### config.mk
export PLATFORM = sky130hd
export DESIGN_NAME = uart_tx
export DESIGN_NICKNAME = d
export VERILOG_FILES = /design/src/rtl/uart_pkg.sv /design/src/rtl/uart_baud_gen.sv /design/src/rtl/uart_tx.sv
export SDC_FILE = /design/constraint.sdc
export NUM_CORES = 1
export LEC_CHECK = 0
export CORE_MARGIN = 2
export CORE_UTILIZATION = 45
export DETAILED_ROUTE_END_ITERATION = 8
export MAX_ROUTING_LAYER = met4
export PLACE_DENSITY = 0.64
export SYNTH_ARGS = -nofsm -noshare
export SYNTH_HDL_FRONTEND = slang
export SYNTH_SLANG_ARGS = --single-unit
### constraint.sdc
create_clock -name clk_i -period 1.7 [get_ports clk_i]
set_clock_uncertainty 0.05 [all_clocks]
set_input_delay 0.255 -clock clk_i [delete_from_list [all_inputs] [get_ports clk_i]]
set_output_delay 0.255 -clock clk_i [all_outputs]
set_load 0.02 [all_outputs]
### src/rtl/uart_pkg.sv
// Shared UART definitions: FSM state encodings for both directions, timing widths
// and frame-length helpers.
package uart_pkg;

    localparam int unsigned PRESCALE_W = 16;
    localparam int unsigned SUB_W      = 3;
    localparam int unsigned SUB_BITS   = 8;
    localparam int unsigned BIT_CNT_W  = 4;

    typedef enum logic [2:0] {
        IDLE,
        START,
        DATA,
        PARITY,
        STOP
    } tx_state_e;

    typedef enum logic [2:0] {
        RX_IDLE,
        RX_START,
        RX_DATA,
        RX_PARITY,
        RX_STOP
    } rx_state_e;

    // Received word as handed from the receiver to its consumer
    typedef struct packed {
        logic [8:0] data;
        logic       parity_err;
        logic       frame_err;
    } uart_rx_word_t;

    function automatic int unsigned frame_bits(input int unsigned data_width,
                                               input bit          parity_en,
                                               input int unsigned stop_bits);
        return 1 + data_width + (parity_en ? 1 : 0) + stop_bits;
    endfunction

    function automatic int unsigned frame_cycles(input int unsigned data_width,
                                                 input bit          parity_en,
                                                 input int unsigned stop_bits,
                                                 input int unsigned prescale);
        return frame_bits(data_width, parity_en, stop_bits) * SUB_BITS * prescale;
    endfunction

endpackage

### src/rtl/uart_baud_gen.sv
// Bit-period timer: one-cycle bit_tick_o in the last cycle of every 8*Prescale-cycle
// bit while enabled; counters sit at zero while disabled so a new frame starts aligned.
module uart_baud_gen
    import uart_pkg::*;
#(
    parameter logic [PRESCALE_W-1:0] Prescale = 16'd27
) (
    input  logic clk_i,
    input  logic reset_ni,
    input  logic enable_i,
    output logic bit_tick_o
);

    localparam logic [PRESCALE_W-1:0] PreLast = Prescale - PRESCALE_W'(1);
    localparam logic [SUB_W-1:0]      SubLast = SUB_W'(SUB_BITS - 1);

    logic [PRESCALE_W-1:0] pre_q, pre_d;
    logic [SUB_W-1:0]      sub_q, sub_d;
    logic                  tick_q, tick_d;

    // Tick is computed one cycle ahead so it lands in the final cycle of the bit
    always_comb begin
        pre_d  = '0;
        sub_d  = '0;
        tick_d = 1'b0;
        if (enable_i) begin
            if (pre_q == PreLast) begin
                pre_d = '0;
                sub_d = sub_q + SUB_W'(1);
            end else begin
                pre_d = pre_q + PRESCALE_W'(1);
                sub_d = sub_q;
            end
            tick_d = (pre_d == PreLast) && (sub_d == SubLast);
        end
    end

    always_ff @(posedge clk_i or negedge reset_ni) begin
        if (!reset_ni) begin
            pre_q  <= '0;
            sub_q  <= '0;
            tick_q <= 1'b0;
        end else begin
            pre_q  <= pre_d;
            sub_q  <= sub_d;
            tick_q <= tick_d;
        end
    end

    assign bit_tick_o = tick_q;

endmodule

### src/rtl/uart_tx.sv
// UART transmitter: valid/ready capture into a shift register, then start, data
// (LSB first), optional parity and stop bits on a registered, idle-high line.
module uart_tx
    import uart_pkg::*;
#(
    parameter int unsigned           DataWidth = 8,
    parameter logic [PRESCALE_W-1:0] Prescale  = 16'd27,
    parameter bit                    ParityEn  = 1'b0,
    parameter bit                    ParityOdd = 1'b0,
    parameter int unsigned           StopBits  = 1
) (
    input  logic                 clk_i,
    input  logic                 reset_ni,
    input  logic [DataWidth-1:0] data_i,
    input  logic                 valid_i,
    output logic                 ready_o,
    output logic                 tx_data_o,
    output logic                 busy_o
);

    localparam logic [BIT_CNT_W-1:0] DataLast = BIT_CNT_W'(DataWidth - 1);
    localparam logic [BIT_CNT_W-1:0] StopLast = BIT_CNT_W'(StopBits - 1);

    tx_state_e              state_q, state_d;
    logic [DataWidth-1:0]   shift_q, shift_d;
    logic                   parity_q, parity_d;
    logic [BIT_CNT_W-1:0]   bit_cnt_q, bit_cnt_d;
    logic                   tx_q, tx_d;
    logic                   ready_q, ready_d;
    logic                   busy_q, busy_d;
    logic                   bit_tick;
    logic                   transfer;

    assign transfer = valid_i && ready_q;

    uart_baud_gen #(
        .Prescale (Prescale)
    ) u_baud_gen (
        .clk_i      (clk_i),
        .reset_ni   (reset_ni),
        .enable_i   (busy_q),
        .bit_tick_o (bit_tick)
    );

    always_comb begin
        state_d   = state_q;
        shift_d   = shift_q;
        parity_d  = parity_q;
        bit_cnt_d = bit_cnt_q;
        tx_d      = tx_q;

        unique case (state_q)
            IDLE: begin
                tx_d = 1'b1;
                if (transfer) begin
                    state_d   = START;
                    shift_d   = data_i;
                    parity_d  = (^data_i) ^ ParityOdd;
                    bit_cnt_d = '0;
                    tx_d      = 1'b0;
                end
            end
            START: begin
                if (bit_tick) begin
                    state_d   = DATA;
                    tx_d      = shift_q[0];
                    shift_d   = shift_q >> 1;
                    bit_cnt_d = '0;
                end
            end
            DATA: begin
                if (bit_tick) begin
                    if (bit_cnt_q == DataLast) begin
                        bit_cnt_d = '0;
                        if (ParityEn) begin
                            state_d = PARITY;
                            tx_d    = parity_q;
                        end else begin
                            state_d = STOP;
                            tx_d    = 1'b1;
                        end
                    end else begin
                        bit_cnt_d = bit_cnt_q + BIT_CNT_W'(1);
                        tx_d      = shift_q[0];
                        shift_d   = shift_q >> 1;
                    end
                end
            end
            PARITY: begin
                if (bit_tick) begin
                    state_d = STOP;
                    tx_d    = 1'b1;
                end
            end
            STOP: begin
                tx_d = 1'b1;
                if (bit_tick) begin
                    if (bit_cnt_q == StopLast) begin
                        state_d   = IDLE;
                        bit_cnt_d = '0;
                    end else begin
                        bit_cnt_d = bit_cnt_q + BIT_CNT_W'(1);
                    end
                end
            end
            default: begin
                state_d = IDLE;
                tx_d    = 1'b1;
            end
        endcase

        // Handshake flags track the registered state so ready rises with IDLE
        ready_d = (state_d == IDLE);
        busy_d  = ~ready_d;
    end

    always_ff @(posedge clk_i or negedge reset_ni) begin
        if (!reset_ni) begin
            state_q   <= IDLE;
            shift_q   <= '0;
            parity_q  <= 1'b0;
            bit_cnt_q <= '0;
            tx_q      <= 1'b1;
            ready_q   <= 1'b1;
            busy_q    <= 1'b0;
        end else begin
            state_q   <= state_d;
            shift_q   <= shift_d;
            parity_q  <= parity_d;
            bit_cnt_q <= bit_cnt_d;
            tx_q      <= tx_d;
            ready_q   <= ready_d;
            busy_q    <= busy_d;
        end
    end

    assign ready_o   = ready_q;
    assign busy_o    = busy_q;
    assign tx_data_o = tx_q;

endmodule

==> reports/qor.csv <==
metric,value,unit
outcome,finished with violations,
via count of the first global-routing pass,1783,
DP HPWL,3.12,mm
root buffer cell,clkbuf_8,
Post-Syn Area,2120,um^2
Post-Layout Cell Count,338,
Hold Fails Final Rpt,0,
GPL Wtd Cong,0.832,
setup TNS,-0.546,ns
crit share post-route,105,%
DRC Markers,0,
"reg-to-reg slack, setup",-0.08,ns
Seq. cell area,956,um^2
die area,5290,um^2
GRT met2 Usage,30.7,%
first-pass GRT wire length,7.60,mm
failing checks,negative setup slack,
final worst slack,-0.0847,ns
total power,2.99,mW
max-slew violations,0,
Layout area overhead,35.3,%
fill count,380,
R2R Path Start,bit_cnt_q[0],
1st-iter DRT viols,100,
area post-placement,2640,um^2
Worst setup startpoint,bit_cnt_q[0],
Synth Instances,222,
Yosys reg bits,38,
Port Buf Inserts,13,
Max VDD drop,0.650,mV
M1 GR Usage,22.9,%
Layout Nets,301,
Setup WS pre-CTS,-0.165,ns
vias post-DR,1803,
initial antenna violation count,0,
dpl cells,325,
Leak,1.33,nW
GRT busiest layer,met2,
Reg2Reg Depth,7,
H-Tree Level Count,2,
CTS tree,yes,
Hold Path Class,input port to async pin,
crit path kind,flop to flop,
worst-path fanout max,16,
number of synthesized flops with an enable pin,0,
Max Cap Viol,0,
drt pass-1 iters,4,
CP Launch Type,flop,
Final setup viols,9,
row count,24,
I/O pin count,14,
TritonCTS Buffers,5,
fraction of met3 tracks used by global routing,3.45,%
worst path arrival time,1.95,ns
Synth cell types,50,
WL per Instance,13.0,um
share of cells above drive strength 1,29.7,%
Rel. slew slack,73.2,%
clock buffer depth,2,
area occupied by multi-input gates,1150,um^2
Yosys warning total,0,
RSZ-0062 raised after global routing,yes,
data required time at the worst endpoint,1.86,ns
overall routed net length,4.39,mm
clock-pin slew on the worst setup and hold paths,0.08,ns
core area,4440,um^2
register area share after synthesis,44.9,%
Syn Nets,238,
clock sinks,38,
PwrDens,1040,nW/um^2
Post-DRT Antenna Nets,0,
fraction of registers with async set/reset,100,%
post-layout instance area,2870,um^2
Horiz. Die Dim,72.7,um
Achievable Freq,0.560,GHz
Worst Max-Slew Pin Slew,0.403,ns
Congestion Overflow GR,0,
Mean Syn Cell Area,9.57,um^2
insertion delay to the later sink of the worst-skew pair,0.29,ns
Main synth FF type,dfrtp_1,
Initial Util,47.8,%
ANT cells,0,
largest net degree at the start of global routing,23,
min Tclk post-route,1.78,ns
Die Height,72.7,um
Vias/cell,5.33,
CP endpoint kind,flop,
Critical R2R Capture,shift_q[4],
GRT Util Overall,18.7,%
-- worst max path at each step --
stage                                        to  slack [ns]  cells after the start
final                                shift_q[4]       -0.08                      7
after CTS                            shift_q[5]       -0.09                      7
after global placement    u_baud_gen.bit_tick_o       -0.15                      7
after detailed placement  u_baud_gen.bit_tick_o       -0.17                      7
after global routing      u_baud_gen.bit_tick_o       -0.20                      6
after floorplan                      shift_q[0]       -0.05                      7
-- power by group --
| part | internal, mW | switching, mW | total [mW] | leakage, nW |
|---|---|---|---|---|
| logic | 0.425 | 0.398 | 0.822 | 0.778 |
| clock network | 0.626 | 0.331 | 0.957 | 0.0714 |
| registers | 1.08 | 0.132 | 1.21 | 0.481 |
| total | 2.13 | 0.861 | 2.99 | 1.33 |
-- critical path: stages (launching register included) --
cell and delay (ns):
dfrtp_1 0.39, ha_2 0.19, a31o_4 0.23, or2_4 0.25, a211oi_4 0.24, buf_12 0.18
nor2_1 0.04, a21oi_1 0.12
-- stage by stage --
step | hold slack, ns | util (%)
6_report | 0.369 | 64.7
5_1_grt | 0.404 | 64.7
4_1_cts | 0.381 | 63.0
3_5_place_dp | 0.160 | 59.3
3_3_place_gp | 0.159 | 59.3
2_1_floorplan | -0.0906 | -
-- layer usage --
metal | up-vias | wire, um
li1 | 894 | -
met4 | 0 | 74
met1 | 880 | 2090
met5 | - | 0
met2 | 21 | 2120
met3 | 8 | 101
-- cells by family (layout without fill, tap and decap cells) --
group | Yosys count | after routing | synth area share [%]
simple gates | 100 | 100 | 25.4
flops | 38 | 38 | 44.9
compound gates | 35 | 35 | 10.3
xor+xnor | 18 | 18 | 7.42
buf+inv | 14 | 78 | 3.36
mux | 12 | 12 | 5.71
fa+ha+maj | 5 | 5 | 2.94
-- final cells by class --
cell class              count  share of cell area [%]
well taps                  52                    2.26
inverters                   7                   0.914
repair buffers             63                    18.4
clock inverters             2                    2.09
clock buffers               6                    2.87
flip-flops and latches     38                    33.3
multi-input cells         170                    40.2
-- registers in the layout, indices dropped and copies added (netlist names) --
| register | count |
|---|---|
| busy_o | 1 |
| u_baud_gen.sub_q | 3 |
| bit_cnt_q | 4 |
| state_q | 3 |
| u_baud_gen.bit_tick_o | 1 |
| shift_q | 8 |
| ready_o | 1 |
| u_baud_gen.pre_q | 16 |
| tx_data_o | 1 |
-- cell usage after synthesis, types with 2 or more instances --
cell type  instances  area (um^2)
a21oi_1           14         70.1
dfstp_2            2         52.6
inv_1              7         26.3
nand3_1           14         70.1
nand2b_1           2         12.5
xor2_1             6         52.6
ha_1               5         62.6
and2_1             9         56.3
xnor2_1           12          105
nand4_1            3         18.8
o21ai_0           10         50.1
dfrtp_1           36          901
nand2_1           13         48.8
nor3_1             4         20.0
mux2i_1           11          110
buf_4              2         15.0
buf_2              3         15.0
nor2_1            34          128
or3_1              2         12.5
nor2b_1            2         12.5
nand3b_1           2         15.0
-- placed cells by master, fill, tap and decap left out, types with 2 or more instances in the layout --
cell             synthesis  layout
nand2_1                 13      12
buf_4                    2      46
clkdlybuf4s50_1          0      10
or3_1                    2       2
ha_1                     5       3
nor3_1                   4       3
bufinv_16                0       2
nor2b_1                  2       2
buf_12                   0       2
dfrtp_1                 36      34
inv_1                    7       7
mux2i_1                 11      11
dlygate4sd2_1            0       2
nand4_1                  3       3
nand3b_1                 2       2
xnor2_1                 12      12
nand3_1                 14      13
dfrtp_2                  0       2
o21ai_0                 10       9
nor2_1                  34      32
nor2_2                   1       2
ha_2                     0       2
a21oi_1                 14      13
clkbuf_8                 0       6
nor2_4                   1       2
nand2b_1                 2       2
dfstp_2                  2       2
and4_2                   1       2
xor2_1                   6       6
o21ai_1                  1       2
and2_1                   9       9
-- what timing repair did --
action	in CTS	in global routing
hold endpoints to repair	14	0
pin swaps	2	4
hold buffers	1	0
endpoints found under the setup margin	11	14
buffers inserted	0	4
gates resized for setup	5	15
cloned	0	0
(Power assumes the default switching activity.)
